### src/rtl/uart_tx_arbiter.sv
// Round-robin arbiter sharing one UART transmitter among NUM_REQ byte streams.
// A granted requester keeps the transmitter until its "last" byte has gone out.
module uart_tx_arbiter #(
  parameter int unsigned NUM_REQ      = 4,
  parameter int unsigned IDX_W        = 2,
  parameter int unsigned BUSY_TIMEOUT = 15
) (
  input  logic                 clk,
  input  logic                 rst,
  input  logic [NUM_REQ-1:0]   req_valid,
  input  logic [8*NUM_REQ-1:0] req_data,
  input  logic [NUM_REQ-1:0]   req_last,
  output logic [NUM_REQ-1:0]   req_ready,
  output logic                 uart_transmit,
  output logic [7:0]           uart_tx_byte,
  input  logic                 uart_is_transmitting,
  output logic [IDX_W-1:0]     grant_id,
  output logic                 locked,
  output logic                 timeout_err
);

  localparam logic [1:0] IDLE      = 2'd0;
  localparam logic [1:0] LAUNCH    = 2'd1;
  localparam logic [1:0] WAIT_BUSY = 2'd2;
  localparam logic [1:0] WAIT_DONE = 2'd3;

  localparam logic [7:0]       TIMEOUT_LIM = 8'(BUSY_TIMEOUT);
  localparam logic [IDX_W-1:0] LAST_IDX    = IDX_W'(NUM_REQ - 1);

  logic [1:0]       state;
  logic [IDX_W-1:0] rr_ptr;
  logic [IDX_W-1:0] pick_idx;
  logic [IDX_W-1:0] sel_idx;
  logic [IDX_W-1:0] next_ptr;
  logic             pick_found;
  logic             sel_valid;
  logic             grant;
  logic [7:0]       hold_byte;
  logic             hold_last;
  logic [7:0]       busy_cnt;
  logic [7:0]       cnt_inc;

  // First valid requester at or after rr_ptr, wrapping modulo NUM_REQ.
  always_comb begin : rr_search
    int unsigned cand;
    pick_found = 1'b0;
    pick_idx   = '0;
    cand       = 0;
    for (int unsigned i = 0; i < NUM_REQ; i++) begin
      cand = (32'(rr_ptr) + i) % NUM_REQ;
      if (!pick_found && req_valid[IDX_W'(cand)]) begin
        pick_found = 1'b1;
        pick_idx   = IDX_W'(cand);
      end
    end
  end

  // While locked only the current owner may be served.
  always_comb begin
    sel_idx   = locked ? grant_id : pick_idx;
    sel_valid = locked ? req_valid[grant_id] : pick_found;
    grant     = (state == IDLE) && !uart_is_transmitting && sel_valid && !rst;
    req_ready = grant ? (NUM_REQ'(1) << sel_idx) : '0;
    next_ptr  = (grant_id == LAST_IDX) ? '0 : grant_id + 1'b1;
    cnt_inc   = (busy_cnt == 8'hFF) ? busy_cnt : busy_cnt + 8'd1;
  end

  assign uart_transmit = (state == LAUNCH);
  assign uart_tx_byte  = hold_byte;

  always_ff @(posedge clk or posedge rst) begin
    if (rst) begin
      state       <= IDLE;
      rr_ptr      <= '0;
      grant_id    <= '0;
      locked      <= 1'b0;
      hold_byte   <= '0;
      hold_last   <= 1'b0;
      busy_cnt    <= '0;
      timeout_err <= 1'b0;
    end else begin
      timeout_err <= 1'b0;
      case (state)
        IDLE: begin
          if (grant) begin
            hold_byte <= req_data[{sel_idx, 3'b000} +: 8];
            hold_last <= req_last[sel_idx];
            grant_id  <= sel_idx;
            locked    <= 1'b1;
            state     <= LAUNCH;
          end
        end
        LAUNCH: begin
          busy_cnt <= '0;
          state    <= WAIT_BUSY;
        end
        WAIT_BUSY: begin
          if (uart_is_transmitting) begin
            state <= WAIT_DONE;
          end else begin
            busy_cnt <= cnt_inc;
            // Byte is dropped on timeout; the packet lock is released.
            if (cnt_inc >= TIMEOUT_LIM) begin
              timeout_err <= 1'b1;
              locked      <= 1'b0;
              rr_ptr      <= next_ptr;
              state       <= IDLE;
            end
          end
        end
        WAIT_DONE: begin
          if (!uart_is_transmitting) begin
            state <= IDLE;
            if (hold_last) begin
              locked <= 1'b0;
              rr_ptr <= next_ptr;
            end
          end
        end
        default: state <= IDLE;
      endcase
    end
  end

endmodule

### config.mk
export PLATFORM = sky130hd
export DESIGN_NAME = uart_tx_arbiter
export DESIGN_NICKNAME = d
export VERILOG_FILES = /design/src/rtl/uart_tx_arbiter.sv
export SDC_FILE = /design/constraint.sdc
export NUM_CORES = 1
export LEC_CHECK = 0
export ABC_AREA = 1
export CAP_MARGIN = 20
export CORE_MARGIN = 1
export CORE_UTILIZATION = 52
export CTS_BUF_LIST = sky130_fd_sc_hd__clkbuf_16
export DETAILED_ROUTE_END_ITERATION = 16
export PLACE_DENSITY = 0.86
export SETUP_SLACK_MARGIN = 0.02
export SYNTH_ARGS = -nofsm -noshare
export SYNTH_HDL_FRONTEND = slang
export SYNTH_SLANG_ARGS = --single-unit
### constraint.sdc
create_clock -name clk -period 7.9 [get_ports clk]
set_input_delay 2.37 -clock clk [delete_from_list [all_inputs] [get_ports clk]]
set_output_delay 2.37 -clock clk [all_outputs]
set_load 0.005 [all_outputs]
[Yosys cells after proc, flatten, opt, wreduce, memory -nomap -nowiden]
Index checks and enable logic that the tools add are counted.
Word-level totals
  logic and storage cells: 99
  bits of input ports: 43
  bits in registers: 25
Operators by class
  add/sub/neg operators: 5
  muxes and demuxes: 46
  reductions and logical operators: 20
  eq/ne operators: 11
  order comparisons: 7
  shift operators: 2
Operator list (number)
  $shiftx 32x6->8: 1
  $mux 2: 14
  $mux 1: 19
  $lt 2x3->1 const B: 6
  $mux 8: 2
  $pmux 8 s2: 1
  $bmux 1 s2: 6
  $ne 2x2->1 const B: 5
  $add 8x1->8 const B: 1
  $eq 8x8->1 const B: 1
  $ge 8x4->1 const B: 1
  $pmux 2 s4: 1
  $eq 2x2->1 const B: 3
  $logic_and 1x1->1: 6
  $reduce_and 6->1: 1
  $logic_not 1->1: 5
  $reduce_and 5->1: 1
  $add 2x1->2 const B: 2
  $add 2x2->2 const B: 2
  $mux 4: 1
  $pmux 2 s2: 1
  $reduce_and 2->1: 2
  $reduce_bool 2->1: 2
  $shl 1x2->4 const A: 1
  other kinds (6): 6

[Depth between registers and ports, before layout]
  depth after elaboration: 17
  mapped depth: 18
  gate-level depth less buffers: 16

[Worst setup path after synthesis]
OpenSTA, ideal clock, no wires.
  path type: input to output
  start: input port req_valid[1]
  end: output port req_ready[2]
  path buffers: 1
  arrival: 3.483 ns
  stages: 12
  slack: 2.047 ns
  cell sequence: inv_1 -> nand2_1 -> nand3_1 -> nand2_1 -> inv_2 -> nand3_4 -> nor2_1 -> nor2_1 -> o21ai_1 -> buf_4 -> nand2_1 -> nor2_1
Between the ends
  word-level cells in the longest chain between the ends: 16
RTL lines
  start, declared: RTL line 10  | input logic [NUM_REQ-1:0] req_valid,
  $bmux 1 s2: RTL line 51  | if (!pick_found && req_valid[IDX_W'(cand)]) begin
  $mux 1 (implied by the code): RTL line 51
  $mux 1: RTL line 51
  $logic_not 1->1: RTL line 51
  $logic_and 1x1->1: RTL line 51
  $mux 1: RTL line 51
  $logic_not 1->1: RTL line 51
  $logic_and 1x1->1: RTL line 51
  $mux 1: RTL line 51
  $logic_not 1->1: RTL line 51
  $logic_and 1x1->1: RTL line 51
  $mux 1: RTL line 51
  $mux 1: RTL line 61  | sel_valid = locked ? req_valid[grant_id] : pick_found;
  $logic_and 1x1->1 (2 in series): RTL line 62  | grant = (state == IDLE) && !uart_is_transmitting && sel_valid && !rst;
  $mux 4 *: RTL line 63  | req_ready = grant ? (NUM_REQ'(1) << sel_idx) : '0;
  end, declared: RTL line 13  | output logic [NUM_REQ-1:0] req_ready,
Mark *: on every way between the ends. The rest lies on a longest branch, timed or not. The select of a mux whose other input is x is not followed.

[Worst setup path after layout]
  start: input port req_valid[2]
  end: output port req_ready[3]
Same word-level chain as after synthesis.

==> impl_metrics.ini <==
[pwr]
power_switching_mw = 0.496
ir_worst_vdd_uv = 210
swShare_pct = 50.2
p_seq_share_pct = 22.5
power_mw = 0.988
p_comb_share_pct = 66.1
leakage_nw = 1.39
p_int_mw = 0.491
power.density_nw_per_um2 = 359
clkPwrFrac_pct = 11.4

[cts]
path_clk_slew_ns = 0.07
cts_root_buffer = clkbuf_16
clk_path_buf_depth = 2
cts-resized-gates = 0
clkLatencyLatePin_ns = 0.26
cts.htree.levels = 1
cts_sinks = 25
cts_buffers = 3
hold_buffers = 0
cts_setup_buffers = 0
cts_tree = built

[placed_design]
port_buffers = 59
gp_congestion = 0.925
dp_slack_ns = 0.766
post_dp_cell_area_sq_um = 2670
hpwlAfterDp_um = 3970

[synth]
synthAdderAreaFrac_pct = 3.61
synth.area.mux_share_pct = 0
synth-xor-area-share_pct = 0.843
synthTopCellsByArea = dfrtp_1, nand2_1, nand3_1, inv_1, ha_1
synth_top_area_cell = dfrtp_1
yosys_warnings = 0
synthCells = 325
synth_ff_type = dfrtp_1
yosysSeqAreaShare_pct = 30.1
synth_top_family_by_area = simple AND/OR/NAND/NOR gates
synth_compound_area_share_pct = 8.01
syn_area_per_cell_sq_um = 6.39
synth_area_sq_um = 2080
ys_types = 34
ys_seq_elements = 25
synth_edf_count = 0
synth_nets = 374
synth-simple-area-share_pct = 48.0
synthArstFlopShare_pct = 100
synth_top_area_share_pct = 30.1

[setup_path]
max_stage_delay_ns = 0.54
critPathLaunchType = input pin
path_delay_family = buffers and inverters
cp_max_fo = 15
slowest_stage = clkdlybuf4s50_1
cp.arrival_ns = 4.81
crit_chain = clkdlybuf4s50_1 -> inv_1 -> nand2_1 -> nand3_1 -> nand2_1 -> inv_2 -> nand3_4 -> nor2_4 -> inv_1 -> nand3_2 -> inv_1 -> nand2_1 -> nor2_1 -> clkdlybuf4s50_1
critical_path_class = input pin to primary output
crit_buf_inv = 6
worstPathRequired_ns = 5.53
end_kind = primary output

[global_routing]
antenna_found_initial = 0
gr-total-overflow = 0
grt_pass1_wl_um = 8490
grt.total_usage_pct = 25.7
grt_pass1_vias = 1967
grt_max_degree = 26

[outcome]
outcome = finished, final reports clean

[detailed_routing]
vias = 2254
vias_per_cell = 5.27
first_pass_iters = 4
wl_per_cell_um = 12.3
drt-total-wl_um = 5260
drc = 0
initialDrtViolationCount = 146
postRouteAntennaNets = 0

[sta]
setup_slack_ns = 0.716
fmax_mhz = 139
final-setup-viol-count = 0
finalSetupTns_ns = 0
post-route-period-util_pct = 90.9
slew_viol_final = 0
fin_crit_ns = 7.18
worst_clock_skew_ns = 0.00741
rsz0062_at_grt = no
tightestPinTransition_ns = 0.952
finalHoldViolCount = 0
relSlewSlack_pct = 36.4

[die]
die-area_sq_um = 4250
die_x_um = 65.2
die_h_um = 65.2
start_util_pct = 55.5
io_pins = 60
core_area_sq_um = 3740
rows = 22

[cells_and_area]
final_area_sq_um = 2750
finalNetCount = 430
areaGrowthSynthToFinish_pct = 32.3
layout-drive-gt1-share_pct = 6.58
antenna_cells = 0
fill_cells = 308

[flow_run]
drv_cap = 0

[min_path]
hold_path_class = flip-flop to flip-flop
layer usage:
metal,GRT usage [%],vias to the layer above,routed length [um]
li1,-,1142,-
met1,34.4,999,2420
met2,40.7,99,2360
met3,5.73,14,380
met4,8.42,0,103
met5,0,-,0
final timing paths:
path | start | end | slack (ns) | cells after the start
hold / removal | hold_last | hold_last | 0.49 | 2
hold reg to reg | hold_last | hold_last | 0.49 | 2
setup / recovery | req_valid[2] | req_ready[3] | 0.72 | 14
setup reg to reg | rr_ptr[0] | uart_tx_byte[6] | 5.70 | 14
max in group asynchronous | rst | uart_tx_byte[0] | 4.65 | 2
min in group asynchronous | rst | rr_ptr[0] | 2.66 | 2
cell type report:
| type | instances | area, sq um | share of cell area, % |
|---|---|---|---|
| clock buffers | 3 | 75.1 | 2.73 |
| clock inverters | 1 | 5.00 | 0.182 |
| inverters | 33 | 129 | 4.69 |
| multi-input cells | 258 | 1250 | 45.7 |
| flip-flops and latches | 25 | 626 | 22.8 |
| well taps | 48 | 60.1 | 2.19 |
| repair buffers | 60 | 598 | 21.8 |
power groups by stage:
stage	Sequential (mW)	Combinational [mW]	Clock, mW
after CTS	0.221	0.654	0.113
after global routing	0.227	0.728	0.120
after detailed placement	0.221	0.648	0
after global placement	0.221	0.634	0
final	0.222	0.653	0.112
after floorplan	0.205	0.510	0
state kept, by name, summed over array words and instances, names as in the netlist:
signal        cells
timeout_err       1
busy_cnt          8
state             2
hold_last         1
locked            1
uart_tx_byte      8
rr_ptr            2
grant_id          2
worst reg2reg max path, delay by kind of cell, from the launching register on:
kind / cells / cell delay, ns
and+or+nand+nor: 14 / 1.52
DFF: 1 / 0.60
per-stage QoR:
stage	hold slack, ns	std cells	util (%)
4_1_cts	0.489	428	73.4
6_report	0.488	428	73.4
2_1_floorplan	0.450	325	-
3_5_place_dp	0.472	424	71.3
5_1_grt	0.529	428	73.4
3_3_place_gp	0.467	424	71.3
logic make-up (layout without fill, tap and decap cells):
group           after synthesis  count (layout)
flops                        25              25
buf+inv                      42              97
simple gates                220             220
fa+ha+maj                     6               6
xor+xnor                      2               2
compound gates               30              30
synthesized netlist by cell type (3+ instances only):
master,count
nand3_1,37
inv_1,30
nor3_1,3
buf_2,3
a21oi_1,4
o22ai_1,5
nand2_1,141
buf_6,3
o21ai_1,4
o21ai_0,14
nand2_2,6
dfrtp_1,25
ha_1,6
nor2_1,17
cell usage in the layout (no fill, tap or decap), drive strengths merged, types with 2 or more instances in the layout:
master / instances
dfrtp: 25
nand2: 149
xor2: 2
nor2: 20
nand4: 2
o21ai: 18
o22ai: 5
a21oi: 4
nor3: 4
ha: 6
nand3: 41
clkbuf: 3
inv: 33
clkdlybuf4s50: 59
(Power assumes the default switching activity.)
